File: src/rtl/apb_master.sv
// ---------------------------------------------------------------------------
// apb_master
//   Turns simple command requests into APB read/write transfers and returns a
//   one-cycle response pulse per accepted command.
//
// Parameters
//   BANK_ADDR  : psel width, one bit per target slave
//   DATA_WIDTH : pwdata / prdata / command data width
//   ADDR_WIDTH : paddr / command address width
//   TIMEOUT    : maximum number of ACCESS cycles with pready low (>= 1)
//
// Ports
//   pclk, preset        : clock (rising edge) and synchronous active-high reset
//   cmd_valid/cmd_ready : command handshake; accepted when both high at an edge
//   cmd_write/sel/addr/wdata : command fields, captured on acceptance
//   rsp_valid           : one-cycle completion pulse
//   rsp_rdata, rsp_err  : read data and error flag, valid with rsp_valid
//   psel, penable, pwrite, paddr, pwdata, prdata, pready : APB master side
// ---------------------------------------------------------------------------
module apb_master #(
  parameter int BANK_ADDR  = 2,
  parameter int DATA_WIDTH = 8,
  parameter int ADDR_WIDTH = 3,
  parameter int TIMEOUT    = 15
) (
  input  logic                  pclk,
  input  logic                  preset,
  input  logic                  cmd_valid,
  output logic                  cmd_ready,
  input  logic                  cmd_write,
  input  logic [BANK_ADDR-1:0]  cmd_sel,
  input  logic [ADDR_WIDTH-1:0] cmd_addr,
  input  logic [DATA_WIDTH-1:0] cmd_wdata,
  output logic                  rsp_valid,
  output logic [DATA_WIDTH-1:0] rsp_rdata,
  output logic                  rsp_err,
  output logic [BANK_ADDR-1:0]  psel,
  output logic                  penable,
  output logic                  pwrite,
  output logic [ADDR_WIDTH-1:0] paddr,
  output logic [DATA_WIDTH-1:0] pwdata,
  input  logic [DATA_WIDTH-1:0] prdata,
  input  logic                  pready
);

  localparam int CNT_W = $clog2(TIMEOUT + 1);
  // Count value held during the last ACCESS cycle still allowed to wait;
  // a low pready in that cycle brings the count to TIMEOUT and aborts.
  localparam logic [CNT_W-1:0] LAST_WAIT = CNT_W'(TIMEOUT - 1);

  typedef enum logic [1:0] {
    IDLE,
    SETUP,
    ACCESS
  } state_t;

  state_t             state;
  logic [CNT_W-1:0]   wait_cnt;

  // The only combinational output: ready whenever idle and out of reset.
  assign cmd_ready = (state == IDLE) && !preset;

  // Single registered FSM. The response outputs default to zero every cycle
  // so rsp_valid is a pulse; the APB outputs hold their value through SETUP
  // and ACCESS and are cleared whenever the FSM returns to IDLE.
  always_ff @(posedge pclk) begin
    if (preset) begin
      state     <= IDLE;
      wait_cnt  <= '0;
      rsp_valid <= 1'b0;
      rsp_err   <= 1'b0;
      rsp_rdata <= '0;
      psel      <= '0;
      penable   <= 1'b0;
      pwrite    <= 1'b0;
      paddr     <= '0;
      pwdata    <= '0;
    end else begin
      rsp_valid <= 1'b0;
      rsp_err   <= 1'b0;
      rsp_rdata <= '0;

      case (state)
        IDLE: begin
          if (cmd_valid && cmd_ready) begin
            if (cmd_sel != '0) begin
              state    <= SETUP;
              wait_cnt <= '0;
              psel     <= cmd_sel;
              penable  <= 1'b0;
              pwrite   <= cmd_write;
              paddr    <= cmd_addr;
              pwdata   <= cmd_write ? cmd_wdata : '0;
            end else begin
              // No target selected: answer with an error without a bus cycle.
              rsp_valid <= 1'b1;
              rsp_err   <= 1'b1;
            end
          end
        end

        SETUP: begin
          state   <= ACCESS;
          penable <= 1'b1;
        end

        ACCESS: begin
          if (pready) begin
            state     <= IDLE;
            rsp_valid <= 1'b1;
            rsp_rdata <= pwrite ? '0 : prdata;
            psel      <= '0;
            penable   <= 1'b0;
            pwrite    <= 1'b0;
            paddr     <= '0;
            pwdata    <= '0;
          end else if (wait_cnt == LAST_WAIT) begin
            state     <= IDLE;
            wait_cnt  <= wait_cnt + CNT_W'(1);
            rsp_valid <= 1'b1;
            rsp_err   <= 1'b1;
            psel      <= '0;
            penable   <= 1'b0;
            pwrite    <= 1'b0;
            paddr     <= '0;
            pwdata    <= '0;
          end else begin
            wait_cnt <= wait_cnt + CNT_W'(1);
          end
        end

        default: begin
          state <= IDLE;
        end
      endcase
    end
  end

endmodule

File: config.mk
export PLATFORM = sky130hd
export DESIGN_NAME = apb_master
export DESIGN_NICKNAME = d
export VERILOG_FILES = /design/src/rtl/apb_master.sv
export SDC_FILE = /design/constraint.sdc
export NUM_CORES = 1
export LEC_CHECK = 0
export ABC_AREA = 1
export CORE_MARGIN = 2
export CORE_UTILIZATION = 29
export DETAILED_ROUTE_END_ITERATION = 16
export DONT_BUFFER_PORTS = 1
export GPL_ROUTABILITY_DRIVEN = 0
export PLACE_DENSITY = 0.39
export SYNTH_ARGS = -nofsm -noshare
export SYNTH_HDL_FRONTEND = slang
export SYNTH_SLANG_ARGS = --single-unit
File: constraint.sdc
create_clock -name pclk -period 1.6 [get_ports pclk]
set_input_delay 0.32 -clock pclk [delete_from_list [all_inputs] [get_ports pclk]]
set_output_delay 0.32 -clock pclk [all_outputs]
set_load 0.03 [all_outputs]
==> results of run 1 <==
[routing by layer]
layer	up-vias	GRT usage [%]	share of wire [%]
met1	536	14.7	43
met3	7	5.76	10
li1	608	-	-
met4	0	6.46	1.5
met2	47	19.0	45
met5	-	0	0
[repair_timing]
item / in CTS / in global routing
setup buffers: 0 / 7
gates resized for setup: 0 / 3
setup endpoints to repair: 0 / 14
[cells in the mapped netlist]
master and number:
nor2_4 2, nor3_1 1, nor2_1 36, clkinv_1 1, o21ai_4 1, a211oi_1 1
clkbuf_1 1, nor2_2 18, nand4_1 2, nand3_1 7, ha_1 2, nand2_1 37
dfxtp_1 31, nor2_8 1, nand2_2 3, o21ai_0 3, inv_1 21, buf_12 1
o21bai_1 5, a21oi_1 9, nand2_4 2
[area by class of cell]
type | count | area, um2
clock buffers | 6 | 82.6
inverters | 22 | 82.6
repair buffers | 12 | 90.1
multi-input cells | 132 | 707
clock inverters | 2 | 35.0
flip-flops and latches | 31 | 621
fillers | 523 | 3010
well taps | 54 | 67.6
[logic make-up after synthesis]
logic type	Yosys count	synth area share (%)
AO/OA/AOI/OAI	19	8.69
flip-flops	31	44.4
buffers and inverters	24	7.62
AND/OR/NAND/NOR	109	37.5
adder cells (fa/ha/maj)	2	1.79
[power by group]
part | switching (mW) | leakage (nW) | internal, mW | total (mW)
clock network | 0.296 | 0.0612 | 0.503 | 0.799
registers | 0.154 | 0.254 | 0.837 | 0.991
logic | 0.237 | 0.451 | 0.161 | 0.398
[per-stage QoR]
| stage | total power, mW | std cells | TNS, ns |
|---|---|---|---|
| 3_3_place_gp | 1.34 | 242 | 0 |
| 2_1_floorplan | 1.28 | 185 | 0 |
| 3_5_place_dp | 1.35 | 242 | 0 |
| 5_1_grt | 2.30 | 259 | -0.00229 |
| 4_1_cts | 2.17 | 250 | 0 |
| 6_report | 2.19 | 259 | 0 |
[state kept, by name, summed over array words and instances (netlist names)]
name / flops
pwrite: 1
state: 2
rsp_err: 1
rsp_rdata: 8
paddr: 3
wait_cnt: 4
rsp_valid: 1
psel: 2
penable: 1
pwdata: 8
[worst max-delay path by stage]
stage / startpoint / to / depth (start not counted)
after global placement: wait_cnt[0] / pwdata[0] / 9
after floorplan: wait_cnt[0] / paddr[1] / 9
final: wait_cnt[0] / pwdata[5] / 10
after detailed placement: wait_cnt[0] / pwdata[6] / 9
after global routing: wait_cnt[0] / paddr[2] / 10
after CTS: wait_cnt[0] / pwdata[6] / 9
==> key figures, run 1 <==
Timing
  • Max Slew Vio Count: 0
  • Worst slew pin tran: 0.486 ns
  • Slew Limit Headroom: 67.5%
  • Fin crit share: 93.7%
  • Final setup vio count: 0
  • Hold_ws: 0.104 ns
  • Setup ws final: 0.102 ns
  • Fin. Hold Viols: 0
  • Fin crit period: 1.50 ns
  • Max frequency: 667 MHz
  • Clk_skew: 0.00378 ns

Routing
  • # DRC: 0
  • DRT Pass-1 Iters: 4
  • Wire per inst: 13.0 um
  • Via density: 4.63
  • Detailed Route WL: 3.36 mm
  • Starting DRT DRC Count: 17
  • Vias: 1,198
  • Routed Antenna Nets: 0

Die
  • DIE HEIGHT: 73.4 um
  • Die Area: 5390 um2
  • Die W: 73.4 um
  • FP Rows: 25
  • Io pins: 52
  • Core Region: 4690 um2
  • Initial core utilization: 29.8%

Placement
  • Port Buffers: 0
  • Post-DP HPWL: 2.35 mm
  • Worst slack, placed: 0.0261 ns
  • Dpl cell area: 1480 um2

Synth
  • Synth area leaders: dfxtp_1, nand2_1, nor2_1
  • Synth Cell Area: 1400 um2
  • Yosys top cell by area: dfxtp_1
  • Cells after synthesis: 185
  • Mean Syn Cell Area: 7.55 um2
  • Syn_nets: 213
  • Synth cell types: 21
  • Synth warn: 0
  • Flops & latches, synth: 31
  • Post-synthesis sequential area ratio: 44.4%
  • Yosys top cell area share: 44.4%

Clock tree
  • Clock transition at the registers of the reported paths: 0.07 ns
  • Total CTS buffers: 5
  • H-tree Lvls: 2
  • Hold Buf Count CTS: 0
  • Clk_lat worst skew: 0.28 ns
  • Clk buf depth: 2
  • CTS tree: yes
  • Root Buffer: clkbuf_8
  • CTS sink cnt: 31

Worst setup path
  • Critical path class: flip-flop to flip-flop
  • Critical Path RT: 1.78 ns
  • Element type at the critical path start: flip-flop
  • Crit-path cells: inv_1 > ha_1 > nand3_2 > nand3_2 > nand2_4 > buf_4 > nor2_4 > nand2_1 > nand2_1 > nor2_2
  • CP arrival: 1.68 ns
  • CP peak stage delay: 0.34 ns
  • Worst R2R Path Depth: 10
  • CP max FO: 5
  • CP top delay family: simple AND/OR/NAND/NOR gates
  • R2R Path End: pwdata[5]
  • Worst R2R Setup Slack: 0.10 ns
  • Worst Path Buf+Inv: 2
  • Worst setup EP type: flip-flop
  • Worst R2R Start: wait_cnt[0]
  • Critical Path Slowest Stage Cell: dfxtp_1

Min path
  • Hold Crit Class: input port to flip-flop
  • Worst hold stages: 1
  • End of the worst hold path: rsp_err
  • HP Start: preset

GRT
  • Vias in the first global route: 1,151
  • GRT Util Overall: 12.5%
  • Total gr overflow: 0
  • Largest net degree at the start of global routing: 19
  • Initial antenna violation count: 0
  • First-pass GRT wire length: 5.09 mm

Status
  • Status: finished clean

Finish
  • Commonest non-fill, non-tap cell in the layout: nand2_1
  • N_diodes: 0
  • Commonest cells after routing, fill and taps aside: nand2_1, nor2_1, dfxtp_1, inv_1, nor2_2
  • Finished Cell Area: 1690 um2
  • Area grow syn2layout: 20.7%
  • Final nets: 232
  • Share of cells above drive strength 1: 25.4%
  • Fin util: 35.9%

Power
  • Leakage: 0.766 nW
  • VDD IR max: 0.000495 V
  • Power Density: 1300 nW/um2

Job
  • Max cap viols: 0
(Power assumes the default switching activity.)
==> inputs of run 2 (changes only) <==
Settings changed: CORE_UTILIZATION 29 to 55, PLACE_DENSITY 0.39 to 0.66.
==> run 2 against run 1 <==
Against the previous run: clock skew rose by 0.0043 ns; largest cell class unchanged; combinational power fell by 10%; worst setup slack got worse by 0.0065 ns; sequential power barely moved.
==> key figures, run 2 (synthesized netlist as in run 1, its figures left out) <==
Clock tree
  • Total CTS buffers: 5 (unchanged)
  • CTS sink cnt: 31 (unchanged)
  • CTS tree: yes
  • Hold Buf Count CTS: 0 (unchanged)
  • H-tree Lvls: 2 (unchanged)
  • Root Buffer: clkbuf_4
  • Clk buf depth: 2 (unchanged)
  • Clock transition at the registers of the reported paths: 0.10 ns (+0.03 ns)
  • Clk_lat worst skew: 0.33 ns (+0.05 ns)

Die
  • Die W: 54.4 um (-26%)
  • DIE HEIGHT: 54.4 um (-26%)
  • Io pins: 52 (unchanged)
  • Core Region: 2430 um2 (-48%)
  • Initial core utilization: 57.4% (+28 points)
  • FP Rows: 18 (-28%)
  • Die Area: 2960 um2 (-45%)

Power
  • Leakage: 0.729 nW (-4.8%)
  • Net switching fraction of the power: 32.4% (+1.0 points)
  • Net Sw Power: 646 uW (-5.8%)
  • VDD IR max: 0.000922 V (+86%)
  • Proportion of power drawn by the clock network: 32.4% (-4.1 points)
  • P_int: 1.35 mW (-10%)
  • Reg power frac: 49.7% (+4.4 points)
  • Comb pwr share: 17.9% (-0.3 points)
  • Power Density: 1260 nW/um2 (-2.7%)
  • Power, Total: 2.00 mW (-8.7%)

GRT
  • First-pass GRT wire length: 4.15 mm (-18%)
  • Initial antenna violation count: 0 (unchanged)
  • GRT Util Overall: 20.1% (+7.6 points)
  • Vias in the first global route: 970 (-16%)
  • Total gr overflow: 0 (unchanged)
  • Largest net degree at the start of global routing: 20 (+1)

Routing
  • Starting DRT DRC Count: 16 (-1)
  • Detailed Route WL: 2.83 mm (-16%)
  • Via density: 4.99 (+7.8%)
  • Wire per inst: 12.3 um (-4.8%)
  • Vias: 1,142 (-4.7%)
  • # DRC: 0 (unchanged)
  • Routed Antenna Nets: 0 (unchanged)
  • DRT Pass-1 Iters: 4 (unchanged)

Timing
  • Fin Setup TNS: 0 ns (unchanged)
  • Setup ws final: 0.0950 ns (-0.00653 ns)
  • Worst slew pin tran: 0.523 ns (+0.0376 ns)
  • Max Slew Vio Count: 0 (unchanged)
  • RSZ-0062 raised after global routing: no
  • Fin crit period: 1.51 ns (+0.00653 ns)
  • Slew Limit Headroom: 64.9% (-2.6 points)
  • Fin. Hold Viols: 0 (unchanged)
  • Max frequency: 664 MHz (-0.43%)
  • Final setup vio count: 0 (unchanged)
  • Fin crit share: 94.1% (+0.41 points)
  • Clk_skew: 0.00812 ns (+0.00434 ns)

Worst setup path
  • Critical Path RT: 1.28 ns (-0.50 ns)
  • Crit-path cells: nor3_2 > buf_4
  • CP max FO: 5 (unchanged)
  • Element type at the critical path start: flip-flop
  • Worst setup EP type: primary output
  • CP peak stage delay: 0.41 ns (+0.07 ns)
  • Critical Path Slowest Stage Cell: dfxtp_1
  • CP arrival: 1.19 ns (-0.49 ns)
  • Critical path class: flip-flop to primary output

Finish
  • Final nets: 226 (-2.6%)
  • N_diodes: 0 (unchanged)
  • Fin util: 65.0% (+29 points)
  • Area grow syn2layout: 13.3%
  • Share of cells above drive strength 1: 24.1% (-1.2 points)
  • Commonest non-fill, non-tap cell in the layout: nand2_1
  • Fillers: 229 (-56%)
  • Commonest cells after routing, fill and taps aside: nand2_1, nor2_1, dfxtp_1, inv_1, nor2_2
  • Largest regs: pwdata: 8 flops, rsp_rdata: 8 flops, wait_cnt: 4 flops

Placement
  • Port Buffers: 0 (unchanged)
  • Post-DP HPWL: 1.97 mm (-16%)
  • Worst slack, placed: 0.0125 ns (-0.0135 ns)

Status
  • Status: finished clean

Job
  • Max cap viols: 0 (unchanged)

Min path
  • Hold Crit Class: input port to flip-flop
==> run 2: changes by cell type in the layout (fill, tap and decap cells not counted) <==
cell | before | now
nand2_4 | 3 | 2
dfxtp_1 | 31 | 29
buf_8 | 0 | 1
buf_4 | 12 | 7
nor2_4 | 3 | 2
dfxtp_2 | 0 | 2
nor2_2 | 19 | 18
clkbuf_4 | 0 | 5
nand2_2 | 2 | 3
clkbuf_8 | 6 | 1
==> run 2: critical path: cells and delay by family (launching register included) <==
| family | cells | cell delay [ns] |
|---|---|---|
| flops | 1 | 0.41 |
| simple gates | 1 | 0.25 |
| buf+inv | 1 | 0.19 |
==> run 2: area by class of cell <==
type / count / area, um2 / area share (%)
multi-input combinational: 130 / 684 / 43.3
sequential: 31 / 623 / 39.4
inverter: 22 / 82.6 / 5.22
timing repair buffer: 8 / 67.6 / 4.27
clock buffer: 6 / 51.3 / 3.24
tap: 30 / 37.5 / 2.37
clock inverter: 2 / 35.0 / 2.22
==> run 2: timing repair <==
| action | CTS | global route |
|---|---|---|
| buffers inserted | 0 | 5 |
| hold endpoints to repair | 0 | 0 |
| resized for setup | 0 | 6 |
| setup endpoints to repair | 0 | 15 |
==> run 2: layer usage <==
layer	part of all wire (%)	global-route usage, %	vias to the layer above
met2	48	32.3	33
met5	0	0	-
li1	-	-	594
met3	7.2	7.38	7
met4	1.8	11.3	0
met1	43	22.8	508
==> run 2: final timing paths <==
path | cells past startpoint | to | start | slack [ns]
setup / recovery | 2 | cmd_ready | state[0] | 0.09
hold reg to reg | 2 | wait_cnt[1] | wait_cnt[1] | 0.51
hold / removal | 1 | rsp_valid | preset | 0.04
setup reg to reg | 9 | pwdata[2] | wait_cnt[1] | 0.13
==> run 2: power by group through the flow <==
stage	clock network, mW	registers, mW	logic, mW
4_1_cts	0.653	0.992	0.331
6_report	0.647	0.992	0.358
2_1_floorplan	0	1.00	0.283
3_3_place_gp	0	1.01	0.317
5_1_grt	0.674	1.00	0.403
3_5_place_dp	0	1.01	0.327
==> run 2: metrics by stage <==
step                instance area (um2)  hold WS (ns)  instances
floorplan                          1400         0.392        185
global placement                   1440         0.394        216
detailed placement                 1440         0.395        216
CTS                                1520        0.0328        224
global route                       1580        0.0285        229
finish                             1580        0.0384        229
